--- src/rtl/vm_pkg.sv ---
// Shared state encoding, coin units and helpers for the vend dispense controller.
package vm_pkg;

    typedef enum logic [2:0] {
        IDLE  = 3'd0,
        MOTOR = 3'd1,
        REL   = 3'd2,
        PAY   = 3'd3,
        GAP   = 3'd4,
        DONE  = 3'd5,
        FAULT = 3'd6
    } vm_state_e;

    localparam int NICKEL_UNITS = 1;
    localparam int DIME_UNITS   = 2;
    localparam int MAX_CHANGE   = 4;

    // Wide enough for MAX_CHANGE plus a full-price refund.
    localparam int REM_W = 4;

    function automatic logic [2:0] sat_change(input logic [2:0] change);
        return (change > 3'(MAX_CHANGE)) ? 3'(MAX_CHANGE) : change;
    endfunction

endpackage

--- src/rtl/vm_coin_payout.sv ---
// Coin hopper payout: pays a loaded amount in 5c units, dimes first, with an
// enforced idle gap after every pulse and a stall while the hopper is busy.
module vm_coin_payout
    import vm_pkg::*;
#(
    parameter int PULSE_GAP = 2
) (
    input  logic             clk_i,
    input  logic             rst_i,
    input  logic             load,
    input  logic [REM_W-1:0] amount,
    input  logic             hopper_busy,
    output logic             nickel_pulse,
    output logic             dime_pulse,
    output logic             empty,
    output logic             gap_last
);

    localparam int GW = $clog2(PULSE_GAP + 1);

    logic [REM_W-1:0] rem_q;
    logic [GW-1:0]    gap_q;
    logic             fire;

    assign empty    = (rem_q == '0);
    assign gap_last = (gap_q == GW'(1));

    // A pulse goes out only when coins remain, no gap is running and the hopper is free.
    assign fire         = !load && !empty && (gap_q == '0) && !hopper_busy;
    assign dime_pulse   = fire && (rem_q >= REM_W'(DIME_UNITS));
    assign nickel_pulse = fire && (rem_q <  REM_W'(DIME_UNITS));

    always_ff @(posedge clk_i) begin
        if (rst_i) begin
            rem_q <= '0;
            gap_q <= '0;
        end else if (load) begin
            rem_q <= amount;
            gap_q <= '0;
        end else if (fire) begin
            rem_q <= rem_q - (dime_pulse ? REM_W'(DIME_UNITS) : REM_W'(NICKEL_UNITS));
            gap_q <= GW'(PULSE_GAP);
        end else if (gap_q != '0) begin
            gap_q <= gap_q - GW'(1);
        end
    end

    a_one_coin: assert property (@(posedge clk_i) disable iff (rst_i)
        !(nickel_pulse && dime_pulse));

endmodule

--- src/rtl/vm_dispense_ctrl.sv ---
// Vend transaction sequencer: accept command, run release motor, pay change,
// and on motor timeout refund price plus change before latching a sticky fault.
module vm_dispense_ctrl
    import vm_pkg::*;
#(
    parameter int MOTOR_TIMEOUT = 16,
    parameter int PULSE_GAP     = 2,
    parameter int PRICE_NICKELS = 4
) (
    input  logic       clk_i,
    input  logic       rst_i,
    input  logic       vend_valid_i,
    output logic       vend_ready_o,
    input  logic [2:0] change_i,
    output logic       motor_req_o,
    input  logic       motor_ack_i,
    input  logic       hopper_busy_i,
    output logic       nickel_pulse_o,
    output logic       dime_pulse_o,
    output logic       done_o,
    output logic       fault_o,
    input  logic       fault_clr_i,
    output logic       err_o
);

    localparam int TW = $clog2(MOTOR_TIMEOUT);

    vm_state_e        state_q, state_d;
    logic [2:0]       change_q;
    logic             refund_q;
    logic             err_q;
    logic [TW-1:0]    timer_q;

    logic             accept;
    logic             ack_timeout;
    logic             pay_load;
    logic [REM_W-1:0] pay_amount;
    logic             pay_nickel, pay_dime, pay_empty, pay_gap_last;

    // Handshake: a command is taken on any cycle where vend_valid_i and vend_ready_o are both high.
    assign accept      = (state_q == IDLE) && vend_valid_i;
    assign ack_timeout = (state_q == MOTOR) && !motor_ack_i
                         && (timer_q == TW'(MOTOR_TIMEOUT - 1));
    assign pay_load    = ack_timeout || ((state_q == REL) && !motor_ack_i);
    assign pay_amount  = REM_W'(change_q) + (ack_timeout ? REM_W'(PRICE_NICKELS) : REM_W'(0));

    always_comb begin
        state_d = state_q;
        case (state_q)
            IDLE:  if (vend_valid_i) state_d = MOTOR;
            MOTOR: begin
                if (motor_ack_i)      state_d = REL;
                else if (ack_timeout) state_d = PAY;
            end
            REL:   if (!motor_ack_i) state_d = PAY;
            PAY: begin
                if (pay_empty)                   state_d = refund_q ? FAULT : DONE;
                else if (pay_nickel || pay_dime) state_d = GAP;
            end
            GAP:   if (pay_gap_last) state_d = PAY;
            DONE:  state_d = IDLE;
            FAULT: if (fault_clr_i) state_d = IDLE;
            default: state_d = IDLE;
        endcase
    end

    always_ff @(posedge clk_i) begin
        if (rst_i) begin
            state_q  <= IDLE;
            change_q <= '0;
            refund_q <= 1'b0;
            err_q    <= 1'b0;
            timer_q  <= '0;
        end else begin
            state_q <= state_d;
            err_q   <= accept && (change_i > 3'(MAX_CHANGE));
            if (accept) begin
                change_q <= sat_change(change_i);
                refund_q <= 1'b0;
                timer_q  <= '0;
            end else if (state_q == MOTOR) begin
                timer_q <= timer_q + TW'(1);
                if (ack_timeout) refund_q <= 1'b1;
            end
        end
    end

    vm_coin_payout #(
        .PULSE_GAP (PULSE_GAP)
    ) u_payout (
        .clk_i        (clk_i),
        .rst_i        (rst_i),
        .load         (pay_load),
        .amount       (pay_amount),
        .hopper_busy  (hopper_busy_i),
        .nickel_pulse (pay_nickel),
        .dime_pulse   (pay_dime),
        .empty        (pay_empty),
        .gap_last     (pay_gap_last)
    );

    assign vend_ready_o   = (state_q == IDLE);
    assign motor_req_o    = (state_q == MOTOR);
    assign done_o         = (state_q == DONE);
    assign fault_o        = (state_q == FAULT);
    assign err_o          = err_q;
    assign nickel_pulse_o = pay_nickel;
    assign dime_pulse_o   = pay_dime;

    a_req_not_paying: assert property (@(posedge clk_i) disable iff (rst_i)
        !(motor_req_o && (nickel_pulse_o || dime_pulse_o)));

endmodule
--- config.mk ---
export PLATFORM = sky130hd
export DESIGN_NAME = vm_dispense_ctrl
export DESIGN_NICKNAME = d
export VERILOG_FILES = /design/src/rtl/vm_pkg.sv /design/src/rtl/vm_coin_payout.sv /design/src/rtl/vm_dispense_ctrl.sv
export SDC_FILE = /design/constraint.sdc
export NUM_CORES = 1
export LEC_CHECK = 0
export ABC_CLOCK_PERIOD_IN_PS = 7400
export CAP_MARGIN = 20
export CORE_MARGIN = 3
export CORE_UTILIZATION = 33
export CTS_CLUSTER_DIAMETER = 60
export DETAILED_ROUTE_END_ITERATION = 7
export SLEW_MARGIN = 40
export SYNTH_ARGS = -nofsm -noshare
export SYNTH_HDL_FRONTEND = slang
export SYNTH_SLANG_ARGS = --single-unit
--- constraint.sdc ---
create_clock -name clk_i -period 7.4 [get_ports clk_i]
set_input_delay 1.48 -clock clk_i [delete_from_list [all_inputs] [get_ports clk_i]]
set_output_delay 1.48 -clock clk_i [all_outputs]
set_load 0.02 [all_outputs]
# Yosys cells after proc, flatten, opt, wreduce, memory -nomap -nowiden
# Cells that the tools add are included.
dict set report word_totals {
  ff_bits 18
  input_bits 9
}
dict set report classes {
  addsub 4
  n_lt_le_gt_ge 3
  n_eq_ne 14
  muxes 17
  n_reduce_logical 27
}
# op count
set ops {}
lappend ops {{$mux 3} 10}
lappend ops {{$pmux 3 s6} 1}
lappend ops {{$logic_and 1x1->1} 10}
lappend ops {{$eq 3x3->1 const B} 3}
lappend ops {{$mux 2} 4}
lappend ops {{$mux 4} 2}
lappend ops {{$eq 3x2->1 const B} 2}
lappend ops {{$ne 2x2->1 const B} 3}
lappend ops {{$reduce_and 6->1} 1}
lappend ops {{$reduce_bool 2->1} 3}
lappend ops {{$add 3x3->4} 1}
lappend ops {{$add 4x1->4 const B} 1}
lappend ops {{$eq 4x4->1 const B} 1}
lappend ops {{$ge 4x2->1 const B} 1}
lappend ops {{$logic_not 1->1} 4}
lappend ops {{$logic_not 4->1} 1}
lappend ops {{$lt 4x2->1 const B} 1}
lappend ops {{$reduce_or 2->1} 2}
lappend ops {{$sub 4x4->4} 1}
lappend ops {{$eq 3x1->1 const B} 1}
lappend ops {{$gt 3x3->1 const B} 1}
lappend ops {{$logic_not 3->1} 1}
lappend ops {{$ne 3x1->1 const B} 1}
lappend ops {{$ne 3x2->1 const B} 1}
lappend ops {{7 further kinds} 8}

# Depth between registers and ports, before layout
dict set report logic_depth {
  ltp_word 13
  mapped_depth 9
  depth_no_buf 9
}

# Modules after synthesis
# A second synthesis with hierarchy kept.
dict set report unflattened {
  cells_unflattened 126
  area_unflattened_um2 1134.8
}
# module n_inst cells_per_inst area_each_um2 seq_area_each_um2
set by_module_without_submodules {}
lappend by_module_without_submodules {vm_dispense_ctrl 1 80 719.4 240.2}
lappend by_module_without_submodules {vm_coin_payout 1 46 415.4 120.1}

# Least setup slack after synthesis
# Ideal clock, no wire load.
dict set report synth_timing {
  path_type {input -> output}
  from {input hopper_busy_i}
  to {output nickel_pulse_o}
  t_arrival_ns 2.286
  required_ns 5.920
  slack_ns 3.634
  path_stages 3
  path_cell_list {nor3_2 > nand2_1 > nor3_1}
}
dict set report synth_via {
  elab_chain_cells 3
}
# item line
set synth_rtl {}
lappend synth_rtl {{start: declaration} vm_dispense_ctrl.sv:17} ;# input logic hopper_busy_i,
lappend synth_rtl {{$logic_not 1->1} vm_coin_payout.sv:29} ;# assign fire = !load && !empty && (gap_q == '0) && !hopper_busy;
lappend synth_rtl {{$logic_and 1x1->1} vm_coin_payout.sv:29}
lappend synth_rtl {{$logic_and 1x1->1} vm_coin_payout.sv:31} ;# assign nickel_pulse = fire && (rem_q < REM_W'(DIME_UNITS));
lappend synth_rtl {{end: declaration} vm_dispense_ctrl.sv:18} ;# output logic nickel_pulse_o,
# No other way between the ends.

# Worst setup path in the final report
dict set report layout_timing {
  from {input motor_ack_i}
  to {output dime_pulse_o}
}
dict set report layout_via {
  elab_chain_cells 9
  word_cells_on_any_way 10
  cone_classes {10 x reduce/logical}
}
# item line
set layout_rtl {}
lappend layout_rtl {{start: declaration} vm_dispense_ctrl.sv:16} ;# input logic motor_ack_i,
lappend layout_rtl {{$logic_not 1->1 (*)} n/a}
lappend layout_rtl {{$logic_and 1x1->1} vm_dispense_ctrl.sv:42} ;# assign ack_timeout = (state_q == MOTOR) && !motor_ack_i
lappend layout_rtl {{$logic_and 1x1->1} vm_dispense_ctrl.sv:43} ;# && (timer_q == TW'(MOTOR_TIMEOUT - 1));
lappend layout_rtl {{$logic_or 1x1->1 (*)} vm_dispense_ctrl.sv:44} ;# assign pay_load = ack_timeout || ((state_q == REL) && !motor_ack_i);
lappend layout_rtl {{$logic_not 1->1 (*)} vm_coin_payout.sv:29}
lappend layout_rtl {{$logic_and 1x1->1 (*) (3 in series)} vm_coin_payout.sv:29}
lappend layout_rtl {{$logic_and 1x1->1 (*)} vm_coin_payout.sv:30} ;# assign dime_pulse = fire && (rem_q >= REM_W'(DIME_UNITS));
lappend layout_rtl {{end: declaration} vm_dispense_ctrl.sv:19} ;# output logic dime_pulse_o,
# Every way passes the cells marked *; elsewhere a longest branch is shown, timed or not.

==> flow_summary.yaml <==
outcome:
  status: "finished, final reports clean"
sta:
  setup-tns-final_ps: 0
  hold_viol_final: 0
  slew_headroom: 0.552
  timing.final.crit_share: 0.697
  rsz_0062_raised_after_global_routing: "false"
  max_clock_freq_mhz: 194
  timing_worst_slew_pin_value_ps: 671
  finClkSkew_ps: 4.16
  timing.final.crit_period_ps: 5160
  final_setup_viols: 0
  timing.final.max_slew_violations: 0
synthesis:
  synth_enable_flop_cells: 0
  synth_seq_cells: 18
  async_reset_ff_frac: 0
  portion_of_the_post_synthesis_area_used_by_sequential_elements: 0.318
  synth.cell_area_um2: 1130
  count_of_different_cell_masters_after_synthesis: 46
  synth_cells: 128
  syn_area_per_cell_um2: 8.85
  synth_fp_nets: 142
  synth-main-ff-cell: "dfxtp_1"
  synth.yosys.warnings: 0
clocking:
  tritoncts.num_buffers: 3
  clk-insertion-delay-late_ps: 300
  cts_tree: "built"
  cts.hold.buffers_added: 0
  postCtsSetupRepairBufs: 0
  clockBufferDepth: 2
  cts_repair_resize_count: 0
  ctsHtreeMaxLevel: 1
  clkTransAtPathRegs_ps: 100
  cts_num_sinks: 18
  clk_root_buffer_cell: "clkbuf_4"
worst_setup_path:
  critPathKind: "in -> out"
  critical_path_required_ps: 5920
  worst_path_dominant_cell_family: "buffers and inverters"
  crit_path_cell_trace: "clkdlybuf4s50_1 -> nor4b_4 -> a21oi_1 -> nand3_1 -> inv_1 -> clkdlybuf4s50_1"
  crit_path_max_fanout: 7
  cp_slowest_cell: "clkdlybuf4s50_1"
  critical_path.endpoint_type: "primary output"
  cp.buffers_inverters: 3
  data_arrival_time_of_the_worst_path_ps: 3680
  start_kind: "input port"
  worst_path_largest_cell_delay_ps: 620
  worst_path_most_repeated_cell: "clkdlybuf4s50_1"
global_route:
  global_route_wire_length_before_repair_um: 3940
  antenna_violations_before_repair: 0
  grt_ovf: 0
  number_of_global_route_vias_before_repair: 887
  maximum_number_of_pins_on_one_net_before_global_route_repair: 18
  groute.usage.overall: 0.122
routing:
  routedWlPerCell_um: 12.6
  route.detailed.drc: 0
  drt-vias-per-instance: 5.14
  detail_route.iter0.violations: 56
  drt-pass1-iter-count: 4
  detail_route.wirelength_um: 2350
  final_antenna_net_count: 0
  dr_total_vias: 956
power:
  leakage_nw: 0.500
  pwr_density_cell_nw_per_um2: 353
  vdd_ir_drop_max_mv: 0.169
cells_and_area:
  drive_above_1_share: 0.106
  antennaDiodeCount: 0
  mostFrequentLayoutCells: "dfxtp_1 (18), clkdlybuf4s50_1 (15), nor2_1 (14)"
  layout.nets: 157
  post-route-util: 0.422
  syn_to_final_growth_pct: 17.6
  layout_commonest_cell: "dfxtp_1"
die:
  dieWidth_um: 64.6
  boundaryPins: 16
  fp.coreArea_um2: 3150
  std_cell_rows: 20
  die_height_um: 64.6
  die_area_um2: 4170
  floorplan.initialDensity: 0.359
placed_design:
  io_buffer_count: 15
  hpwlAfterDp_um: 1810
  gpl.final_weighted_congestion: 0.822
flow_run:
  number_of_violations_of_the_max_capacitance_limit: 0
min_path:
  holdCritPathClass: "reg -> reg"
==> worst paths after layout <==
| kind | from | to | slack [ps] | depth (start not counted) |
|---|---|---|---|---|
| setup / recovery | motor_ack_i | dime_pulse_o | 2240 | 6 |
| hold / removal | change_q[2]$_SDFFE_PP0P_ | change_q[2]$_SDFFE_PP0P_ | 470 | 2 |
| hold reg to reg | change_q[2]$_SDFFE_PP0P_ | change_q[2]$_SDFFE_PP0P_ | 470 | 2 |
| setup reg to reg | state_q[2]$_SDFFE_PP0P_ | u_payout.rem_q[2]$_SDFFE_PP0P_ | 4570 | 8 |
==> routing by layer <==
layer | wire, µm | part of all wire | vias up | track usage
met2 | 1090 | 0.47 | 26 | 0.195
li1 | - | - | 490 | -
met5 | 0 | 0 | - | 0
met4 | 8 | 0.0034 | 0 | 0.0317
met3 | 130 | 0.055 | 2 | 0.0364
met1 | 1120 | 0.48 | 438 | 0.159
==> worst min-delay path: stages, from the launching register on <==
cell	delay, ps
dfxtp_1	330
nand2_1	50
a21oi_1	50
==> area by class of cell <==
cell class / count / area, µm²
timing repair buffer: 15 / 150
fill: 349 / 1820
clock buffer: 4 / 36.3
tap: 44 / 55.1
sequential: 18 / 360
inverter: 6 / 22.5
multi-input combinational: 99 / 707
==> power breakdown <==
group,total [mW],internal [mW],switching (mW)
sequential,0.164,0.119,0.0448
clock,0.0620,0.0300,0.0320
combinational,0.244,0.117,0.127
total,0.470,0.267,0.203
==> logic make-up (layout without fill, tap and decap cells) <==
logic type / Yosys count / count (layout) / synth area share
simple gates: 61 / 61 / 0.346
compound gates: 25 / 25 / 0.151
flops: 18 / 18 / 0.318
buf+inv: 11 / 25 / 0.0574
xor+xnor: 6 / 6 / 0.0464
fa+ha+maj: 5 / 5 / 0.0619
mux: 2 / 2 / 0.0188
==> synthesized netlist by cell type, drive strengths merged (2+ instances only) <==
library cell  instances  area share
nand2                13       0.050
nor4                  2       0.024
dfxtp                18        0.32
a211oi                5       0.042
nand3b                4       0.027
nor3                  3       0.018
and3                  3       0.018
nor4b                 4       0.050
ha                    4       0.044
or3                   3       0.021
o21ai                 2      0.0088
a21oi                10       0.044
nor2                 14       0.046
o211ai                3       0.020
inv                   5       0.017
buf                   4       0.034
xor2                  5       0.039
nor3b                 2       0.023
nand3                 6       0.027
o2111ai               2       0.015
and2                  2       0.011
==> sequential cells by signal, indices dropped and copies added, names as in the netlist <==
signal,count
refund_q,1
u_payout.gap_q,2
timer_q,4
u_payout.rem_q,4
change_q,3
err_o,1
state_q,3
==> per-stage QoR <==
stage | cells | worst slack, ps | area [µm²] | power (mW) | hold slack, ps
final | 186 | 2240 | 1330 | 0.470 | 469
after global routing | 186 | 2140 | 1330 | 0.507 | 478
after CTS | 186 | 2260 | 1330 | 0.475 | 470
after detailed placement | 182 | 2270 | 1290 | 0.411 | 457
after global placement | 182 | 2360 | 1290 | 0.404 | 459
after floorplan | 128 | 3630 | 1130 | 0.349 | 432
(Power assumes the default switching activity.)
